===== src/rtl/cordic_iter_ctrl.sv =====
// -----------------------------------------------------------------------------
// cordic_iter_ctrl
//   Iterative CORDIC engine. A single combinational cordic_stage is reused for
//   N_ITER clock cycles per operation; x/y/z are held in registers between
//   iterations. The stage is fed the shift index i = iter and the angle
//   phi = atan(2^-iter) taken from a small constant ROM. No gain compensation
//   is applied, so magnitudes leave the engine scaled by K ~ 1.6468.
//
//   Angles are Q2.15 radians (32768 = 1 rad). x/y are 19-bit signed, z 18-bit.
//
// Ports
//   clk        rising-edge clock for all state
//   rst_n      synchronous reset, active low
//   in_valid   operand valid            in_ready   engine idle, can accept
//   mode       0 = rotation (z -> 0), 1 = vectoring (y -> 0), latched on accept
//   x_in/y_in  signed initial vector    z_in       signed initial angle
//   out_valid  result valid (DONE)      out_ready  consumer accepts result
//   x_out/y_out/z_out  working registers, valid only while out_valid is high
//   busy       high in RUN or DONE
// -----------------------------------------------------------------------------

// One CORDIC micro-rotation. Purely combinational.
//   rotation : d = sign(z)           (z >= 0 -> d = +1)
//   vectoring: d = -sign(y)          (y >= 0 -> d = -1)
//   x' = x - d*(y >>> i),  y' = y + d*(x >>> i),  z' = z - d*phi
module cordic_stage (
  input  logic signed [18:0] x,
  input  logic signed [18:0] y,
  input  logic signed [17:0] z,
  input  logic signed [17:0] phi,
  input  logic        [3:0]  i,
  input  logic               rot0_vec1,
  output logic signed [18:0] x_next,
  output logic signed [18:0] y_next,
  output logic signed [17:0] z_next
);

  logic               neg_dir;  // d = -1 this step
  logic signed [18:0] x_sh;
  logic signed [18:0] y_sh;

  // NOTE: every variable driven here gets a value on every path, assigned
  // first as a default, so no latches are inferred.
  always_comb begin
    neg_dir = 1'b0;
    x_sh    = x >>> i;
    y_sh    = y >>> i;
    x_next  = x;
    y_next  = y;
    z_next  = z;

    neg_dir = rot0_vec1 ? ~y[18] : z[17];

    // Arithmetic wraps at the register width; callers keep inputs in range.
    if (neg_dir) begin
      x_next = x + y_sh;
      y_next = y - x_sh;
      z_next = z + phi;
    end else begin
      x_next = x - y_sh;
      y_next = y + x_sh;
      z_next = z - phi;
    end
  end

endmodule

module cordic_iter_ctrl #(
  parameter int N_ITER = 16  // iterations per operation, 1..16
) (
  input  logic               clk,
  input  logic               rst_n,
  input  logic               in_valid,
  output logic               in_ready,
  input  logic               mode,
  input  logic signed [18:0] x_in,
  input  logic signed [18:0] y_in,
  input  logic signed [17:0] z_in,
  output logic               out_valid,
  input  logic               out_ready,
  output logic signed [18:0] x_out,
  output logic signed [18:0] y_out,
  output logic signed [17:0] z_out,
  output logic               busy
);

  typedef enum logic [1:0] {
    IDLE = 2'd0,
    RUN  = 2'd1,
    DONE = 2'd2
  } state_t;

  localparam logic [3:0] LAST_ITER = 4'(N_ITER - 1);

  // round(atan(2^-k) * 32768); entries at or beyond N_ITER are never selected.
  localparam logic signed [17:0] ATAN [16] = '{
    18'sd25736, 18'sd15193, 18'sd8027, 18'sd4075,
    18'sd2045,  18'sd1024,  18'sd512,  18'sd256,
    18'sd128,   18'sd64,    18'sd32,   18'sd16,
    18'sd8,     18'sd4,     18'sd2,    18'sd1
  };

  state_t             state;
  state_t             state_nx;
  logic        [3:0]  iter;
  logic               mode_r;
  logic signed [18:0] x_r;
  logic signed [18:0] y_r;
  logic signed [17:0] z_r;

  logic signed [18:0] x_st;
  logic signed [18:0] y_st;
  logic signed [17:0] z_st;

  logic accept;
  logic release_out;

  cordic_stage u_stage (
    .x         (x_r),
    .y         (y_r),
    .z         (z_r),
    .phi       (ATAN[iter]),
    .i         (iter),
    .rot0_vec1 (mode_r),
    .x_next    (x_st),
    .y_next    (y_st),
    .z_next    (z_st)
  );

  assign in_ready    = (state == IDLE);
  assign out_valid   = (state == DONE);
  assign busy        = (state != IDLE);
  assign accept      = in_valid && in_ready;
  assign release_out = out_valid && out_ready;

  assign x_out = x_r;
  assign y_out = y_r;
  assign z_out = z_r;

  always_comb begin
    state_nx = state;
    unique case (state)
      IDLE:    if (accept) state_nx = RUN;
      RUN:     if (iter == LAST_ITER) state_nx = DONE;
      DONE:    if (release_out) state_nx = IDLE;
      default: state_nx = IDLE;
    endcase
  end

  // NOTE: reset is synchronous, so it lives inside the clocked branch; all
  // working registers are cleared so a mid-operation reset leaves nothing
  // stale on x/y/z_out.
  // NOTE: state is updated with non-blocking assignments so every register
  // samples pre-edge values, matching the hardware it describes.
  always_ff @(posedge clk) begin
    if (!rst_n) begin
      state  <= IDLE;
      iter   <= '0;
      mode_r <= 1'b0;
      x_r    <= '0;
      y_r    <= '0;
      z_r    <= '0;
    end else begin
      state <= state_nx;
      unique case (state)
        IDLE: begin
          if (accept) begin
            x_r    <= x_in;
            y_r    <= y_in;
            z_r    <= z_in;
            mode_r <= mode;
            iter   <= '0;
          end
        end
        RUN: begin
          x_r  <= x_st;
          y_r  <= y_st;
          z_r  <= z_st;
          iter <= iter + 4'd1;
        end
        default: ;  // DONE holds the result until it is taken
      endcase
    end
  end

endmodule

===== config.mk =====
export PLATFORM = sky130hd
export DESIGN_NAME = cordic_iter_ctrl
export DESIGN_NICKNAME = d
export VERILOG_FILES = /design/src/rtl/cordic_iter_ctrl.sv
export SDC_FILE = /design/constraint.sdc
export NUM_CORES = 1
export LEC_CHECK = 0
export BUFFER_PORTS_ARGS = -buffer_cell sky130_fd_sc_hd__buf_2
export CAP_MARGIN = 15
export CORE_MARGIN = 3
export CORE_UTILIZATION = 44
export DETAILED_ROUTE_END_ITERATION = 16
export PLACE_DENSITY = 0.66
export SETUP_SLACK_MARGIN = 0.05
export SYNTH_ARGS = -nofsm -noshare
export SYNTH_HDL_FRONTEND = slang
export SYNTH_HIERARCHICAL = 1
export SYNTH_SLANG_ARGS = --single-unit

===== constraint.sdc =====
create_clock -name clk -period 5.36 [get_ports clk]
set_clock_uncertainty 0.2 [all_clocks]
set_input_delay 0.268 -clock clk [delete_from_list [all_inputs] [get_ports clk]]
set_output_delay 0.268 -clock clk [all_outputs]
set_load 0.01 [all_outputs]

# Word level (Yosys, flattened, before mapping)
# Memories as Yosys holds them, arrays and structs flattened.
# Cells that the tools add are included.
classes:
  eq_ne: 6
  n_reduce_logical: 8
  addsub: 7
  n_bitwise: 2
  order_cmp: 1
  shift: 2
  muxes: 18
op_table:
  columns: ["op", "n"]
  rows:
  - ["$mux W19", 4]
  - ["$pmux W19 S2", 2]
  - ["$mux W18", 4]
  - ["$add A19 B19 Y19", 2]
  - ["$sshr A19 B4 Y19", 2]
  - ["$sub A19 B19 Y19", 2]
  - ["$pmux W18 S2", 1]
  - ["$add A18 B18 Y18", 1]
  - ["$sub A18 B18 Y18", 1]
  - ["$pmux W4 S2", 1]
  - ["$mux W2", 3]
  - ["$pmux W2 S3", 1]
  - ["$ge A5 B5 Y1 const B", 1]
  - ["$not A4 Y5", 1]
  - ["$add A4 B1 Y4 const B", 1]
  - ["$eq A4 B4 Y1 const B", 1]
  - ["$mux W4", 1]
  - ["$ne A2 B1 Y1 const B", 2]
  - ["$reduce_and A2 Y1", 2]
  - ["$reduce_bool A2 Y1", 2]
  - ["$reduce_and A3 Y1", 1]
  - ["$eq A2 B1 Y1 const B", 1]
  - ["$eq A2 B2 Y1 const B", 1]
  - ["$logic_and A1 B1 Y1", 2]
  - ["4 further kinds", 4]
word_totals:
  memories: 1
  rom_bits: 288
  in_bits: 61
  out_inout_bits: 59
  ff_bits: 63
mem_list:
  columns: ["memory", "words", "width", "rd", "rd_clocked_by_memory_dff", "wr", "line_no", "text"]
  rows:
  - ["(no name shown)", 16, 18, 1, 0, 0, "122", ".phi (ATAN[iter]),"]

# Longest topological paths before layout
depth:
  ltp_word: 7
  ltp_mapped: 24

# Cells and area by module
# Netlist, hierarchy kept.
modules_own_cells:
  columns: ["mod", "area_per_inst_um2", "cells_per_inst", "instances", "seq_area_each_um2"]
  rows:
  - ["cordic_stage", 5723.0, 714, 1, 0.0]
  - ["cordic_iter_ctrl", 2964.1, 397, 1, 1261.2]

# Least setup slack after synthesis
# Ideal clock, no wire load.
synth_path:
  kind: "register to register"
  from: "register iter[1]"
  to: "register y_r[18], in the netlist y_out[18]"
  path_stages_with_launch: 21
  arrival_time_ns: 4.803
  setup_time_ns: 0.070
  path_buffers: 3
  setup_slack_ns: 0.287
  t_required_ns: 5.090
  cell_sequence: "dfxtp_1 -> buf_6 -> buf_12 -> buf_12 -> mux4_2 -> mux2i_1 -> o22ai_1 -> a211oi_2 -> nand3_1 -> o21ai_0 -> xor2_1 -> ha_1 -> a21o_1 -> a21o_1 -> o41a_1 -> a41o_1 -> or4_2 -> a31oi_1 -> xnor2_1 -> nand2_1 -> a21oi_1"
synth_between:
  elab_chain_cells: 4
  elab_cells_between_ends: 5
  classes_between: "add/sub (2); shift (1); mux (2)"
synth_rtl:
  columns: ["item", "line_no", "text"]
  rows:
  - ["start, declared", "105", "logic [3:0] iter;"]
  - ["start signal, assigned", "179", "iter <= iter + 4'd1;"]
  - ["$sshr A19 B4 Y19 (*)", "46", "x_sh = x >>> i;"]
  - ["$add A19 B19 Y19 / $sub A19 B19 Y19 (equally long branches)", "61, 57", null]
  - ["$mux W19 (*)", "55", "if (neg_dir) begin"]
  - ["net y_st[18]", "112", "logic signed [18:0] y_st;"]
  - ["$pmux W19 S2 (*)", "165", "unique case (state)"]
  - ["end signal, assigned", "169", "y_r <= y_in;"]
  - ["end signal, assigned", "177", "y_r <= y_st;"]
  - ["end, declared", "108", "logic signed [18:0] y_r;"]
# Mark *: on every way through the listed nets, which the timed path passes. The rest lies on a longest branch.
# A chain may end at the register's enable or synchronous reset.

# Final worst setup path
layout_path:
  from: "register iter[0]"
  to: "register x_r[17], in the netlist x_out[17]"
layout_between:
  elab_chain_cells: 4
  elab_cells_between_ends: 5
  classes_between: "add/sub (2); shift (1); mux (2)"
layout_rtl:
  columns: ["item", "line_no", "text"]
  rows:
  - ["$sshr A19 B4 Y19 (*)", "47", "y_sh = y >>> i;"]
  - ["$sub A19 B19 Y19 / $add A19 B19 Y19 (equally long branches)", "60, 56", null]
  - ["$mux W19 (*)", "55", null]
  - ["net x_st[17]", "111", "logic signed [18:0] x_st;"]
  - ["$pmux W19 S2 (*)", "165", null]
  - ["end signal, assigned", "168", "x_r <= x_in;"]
  - ["end signal, assigned", "176", "x_r <= x_st;"]
  - ["end, declared", "107", "logic signed [18:0] x_r;"]
# Marked as above.

==> results.py <==
metrics = {
    "outcome": {
        "status": "completed",
    },
    "die": {
        "initial_core_util_pct": 45.7,
        "boundaryPins": 120,
        "fp.dieW_um": 147,
        "core_um2": 19000,
        "die_h_um": 147,
        "die_area_um2": 21500,
        "fp-row-count": 50,
    },
    "detailed_routing": {
        "num_vias": 8926,
        "route.final.wire_length_um": 27600,
        "drtIter0Drc": 696,
        "vias_per_cell": 5.97,
        "avgRoutedWirePerCell_um": 18.5,
        "drcViolationCount": 0,
        "first_pass_iters": 5,
        "postRouteAntennaNets": 0,
    },
    "cts": {
        "clkTransAtPathRegs_ns": 0.06,
        "cts_tree": "done",
        "clk_latency_ns": 0.34,
        "cts_num_sinks": 63,
        "cts_buffers": 9,
        "cts_max_level": 3,
        "cts_root_buffer": "clkbuf_16",
        "clockBufferDepth": 2,
    },
    "placed_design": {
        "place_congestion": 0.935,
        "dpl.hpwl_um": 20500,
        "io_buffers": 119,
        "place_inst": 1472,
    },
    "yosys": {
        "syn-instance-count": 1111,
        "syn-cell-area_um2": 8690,
        "synth_ff_type": "dfxtp_1",
        "synth_fa_ha_area_share_pct": 9.91,
        "synth_seq_cells": 63,
        "synth_top_family_by_area": "compound AO/OA/AOI/OAI gates",
        "ys_async_sr_fraction_pct": 0,
        "ys_types": 91,
        "synthXorXnorAreaFrac_pct": 9.38,
        "synth_enable_flop_cells": 0,
        "ys_seq_area_share_pct": 14.5,
        "synth-simple-area-share_pct": 17.9,
        "ys_warn_count": 6,
        "syn_area_per_cell_um2": 7.82,
        "synth_compound_area_share_pct": 27.5,
        "synthMuxAreaShare_pct": 14.1,
    },
    "worst_setup_path": {
        "path_buf_inv": 1,
        "cp-start-kind": "flip-flop",
        "max_stage_delay_ns": 0.62,
        "arrival_ns": 5.14,
        "path_delay_family": "simple AND/OR/NAND/NOR gates",
        "path_cells": "buf_12 -> mux4_1 -> mux2_2 -> mux2i_1 -> ha_1 -> nand3_1 -> nor2b_1 -> nand3_1 -> a32oi_1 -> o2bb2ai_1 -> ha_1 -> or3_1 -> or3_1 -> a2111oi_2 -> o31ai_1 -> a21oi_1 -> xnor2_1 -> nand2_1 -> a21oi_1",
        "end_kind": "flip-flop",
        "worstPathMaxFanout": 11,
        "cpMaxStageDelayCell": "mux4_1",
        "criticalPathCategory": "reg2reg",
        "required_ns": 5.43,
    },
    "global_routing": {
        "track_usage_pct": 24.7,
        "overflow": 0,
        "grt_pass1_vias": 8279,
        "grt_max_degree": 61,
        "antenna_found_initial": 0,
        "grt_pass1_wl_um": 43600,
    },
    "final_layout": {
        "stdcell_count": 1496,
        "mostFrequentLayoutCell": "a21oi_1",
        "drive_gt1_share_pct": 21.5,
        "num_antenna_cells": 0,
        "fin_nets": 1361,
        "area_growth_pct": 14.8,
        "most-common-layout-cells": "a21oi_1, nand2_1, buf_2, o21ai_0, nor2_1",
    },
    "power_and_ir_drop": {
        "p_seq_share_pct": 19.1,
        "p_sw_share_pct": 45.2,
        "powerDensity_nw_per_um2": 338,
        "irDropWorstVdd_mv": 0.164,
        "p_sw_uw": 1520,
        "intPower_uw": 1850,
        "cellLeakagePower_uw": 0.00438,
        "p_comb_share_pct": 64.3,
        "p_clk_share_pct": 16.5,
    },
    "timing": {
        "min_period_ns": 5.07,
        "timing.fmax_mhz": 197,
        "fin_crit_sh_pct": 94.5,
        "slew_violations": 0,
        "hold_violations": 0,
        "finalSetupTns_ns": 0,
        "finalSetupViolCount": 0,
        "tightest_slew_ns": 1.06,
        "relSlewSlack_pct": 29.4,
        "grt_setup_unrepaired": "false",
    },
    "min_path": {
        "hold_class": "in2reg",
    },
    "job": {
        "maxCapViolations": 0,
    },
}
[worst reg2reg max path, stage by stage (launching register included)]
cell and delay, ns:
dfxtp_4 0.44, buf_12 0.13, mux4_1 0.62, mux2_2 0.30
mux2i_1 0.20, ha_1 0.21, nand3_1 0.14, nor2b_1 0.27
nand3_1 0.15, a32oi_1 0.25, o2bb2ai_1 0.10, ha_1 0.23
or3_1 0.38, or3_1 0.34, a2111oi_2 0.37, o31ai_1 0.12
a21oi_1 0.19, xnor2_1 0.14, nand2_1 0.06, a21oi_1 0.14
[state kept, by name, summed over array words and instances, names as in the netlist]
| signal | cells |
|---|---|
| iter | 4 |
| mode_r | 1 |
| state | 2 |
| x_out | 19 |
| y_out | 19 |
| z_out | 18 |
[power groups by stage]
stage	combinational [uW]	clock [uW]	sequential [uW]
after floorplan	1610	0	633
after global placement	2080	0	652
after detailed placement	2090	0	653
after CTS	2110	569	645
after global routing	2400	583	651
final	2170	558	645
[worst paths after layout]
check | startpoint | to | slack, ns | depth (start not counted)
worst max-delay path | iter[0] | x_out[17] | 0.29 | 19
worst min-delay path | z_in[6] | z_out[6] | 0.01 | 3
worst max register to register | iter[0] | x_out[17] | 0.29 | 19
worst min register to register | z_out[9] | z_out[9] | 0.34 | 2
[final cells by class]
class                           instances  area, um2
Clock inverter                          1       5.00
Clock buffer                           13        260
Sequential cell                        63       1270
Inverter                               23       86.3
Tap cell                              260        325
Timing Repair Buffer                  177       1080
Fill cell                            1882       9040
Multi-Input combinational cell        959       6950
[repair_timing]
item,in CTS,in global routing
hold buffers,1,0
buffers inserted,0,8
pin swaps,0,2
endpoints found under the setup margin,1,11
gates resized for setup,1,18
hold endpoints to repair,1,0
gates cloned,0,0
[metrics by stage]
stage	util [%]	hold slack, ns	total power, uW	area [um2]	setup slack (ns)
final	52.5	0.00957	3370	9980	0.294
after floorplan	-	0.223	2240	8700	0.287
after global placement	50.2	0.325	2730	9550	0.165
after detailed placement	50.2	0.330	2750	9550	0.0329
after CTS	51.7	0.000593	3330	9820	0.0557
after global routing	52.5	0.0146	3640	9980	0.0289
[Yosys cell counts, drive strengths merged, types with 14 or more instances]
| cell type | number | area share, % |
|---|---|---|
| a21o | 20 | 1.7 |
| a21oi | 172 | 9.9 |
| buf | 38 | 3.3 |
| clkbuf | 32 | 2.4 |
| dfxtp | 63 | 15 |
| ha | 64 | 9.2 |
| inv | 22 | 0.95 |
| mux2 | 20 | 2.7 |
| mux2i | 25 | 2.9 |
| mux4 | 30 | 8.5 |
| nand2 | 124 | 5.4 |
| nand2b | 14 | 1.0 |
| nand3 | 24 | 1.4 |
| nor2 | 73 | 3.2 |
| nor2b | 19 | 1.4 |
| nor3 | 18 | 1.0 |
| o21a | 15 | 1.3 |
| o21ai | 102 | 6.0 |
| xnor2 | 55 | 5.5 |
| xor2 | 38 | 3.8 |
[layer usage]
metal	part of all wire, %	wire length (um)	track usage [%]	vias up
li1	-	-	-	4347
met3	6.5	1810	4.50	65
met5	0	0	0	-
met4	4.2	1150	10.4	0
met1	41	11400	30.1	4197
met2	48	13300	42.6	317
[kinds of logic (layout without fill, tap and decap cells)]
| kind of cell | Yosys count | count (layout) |
|---|---|---|
| compound gates | 396 | 396 |
| simple gates | 323 | 323 |
| xor+xnor | 93 | 93 |
| buf+inv | 93 | 214 |
| mux | 75 | 75 |
| fa+ha+maj | 67 | 67 |
| flops | 63 | 63 |
| other cells | 1 | 5 |
Note: power is estimated with default switching activity, not from simulation.
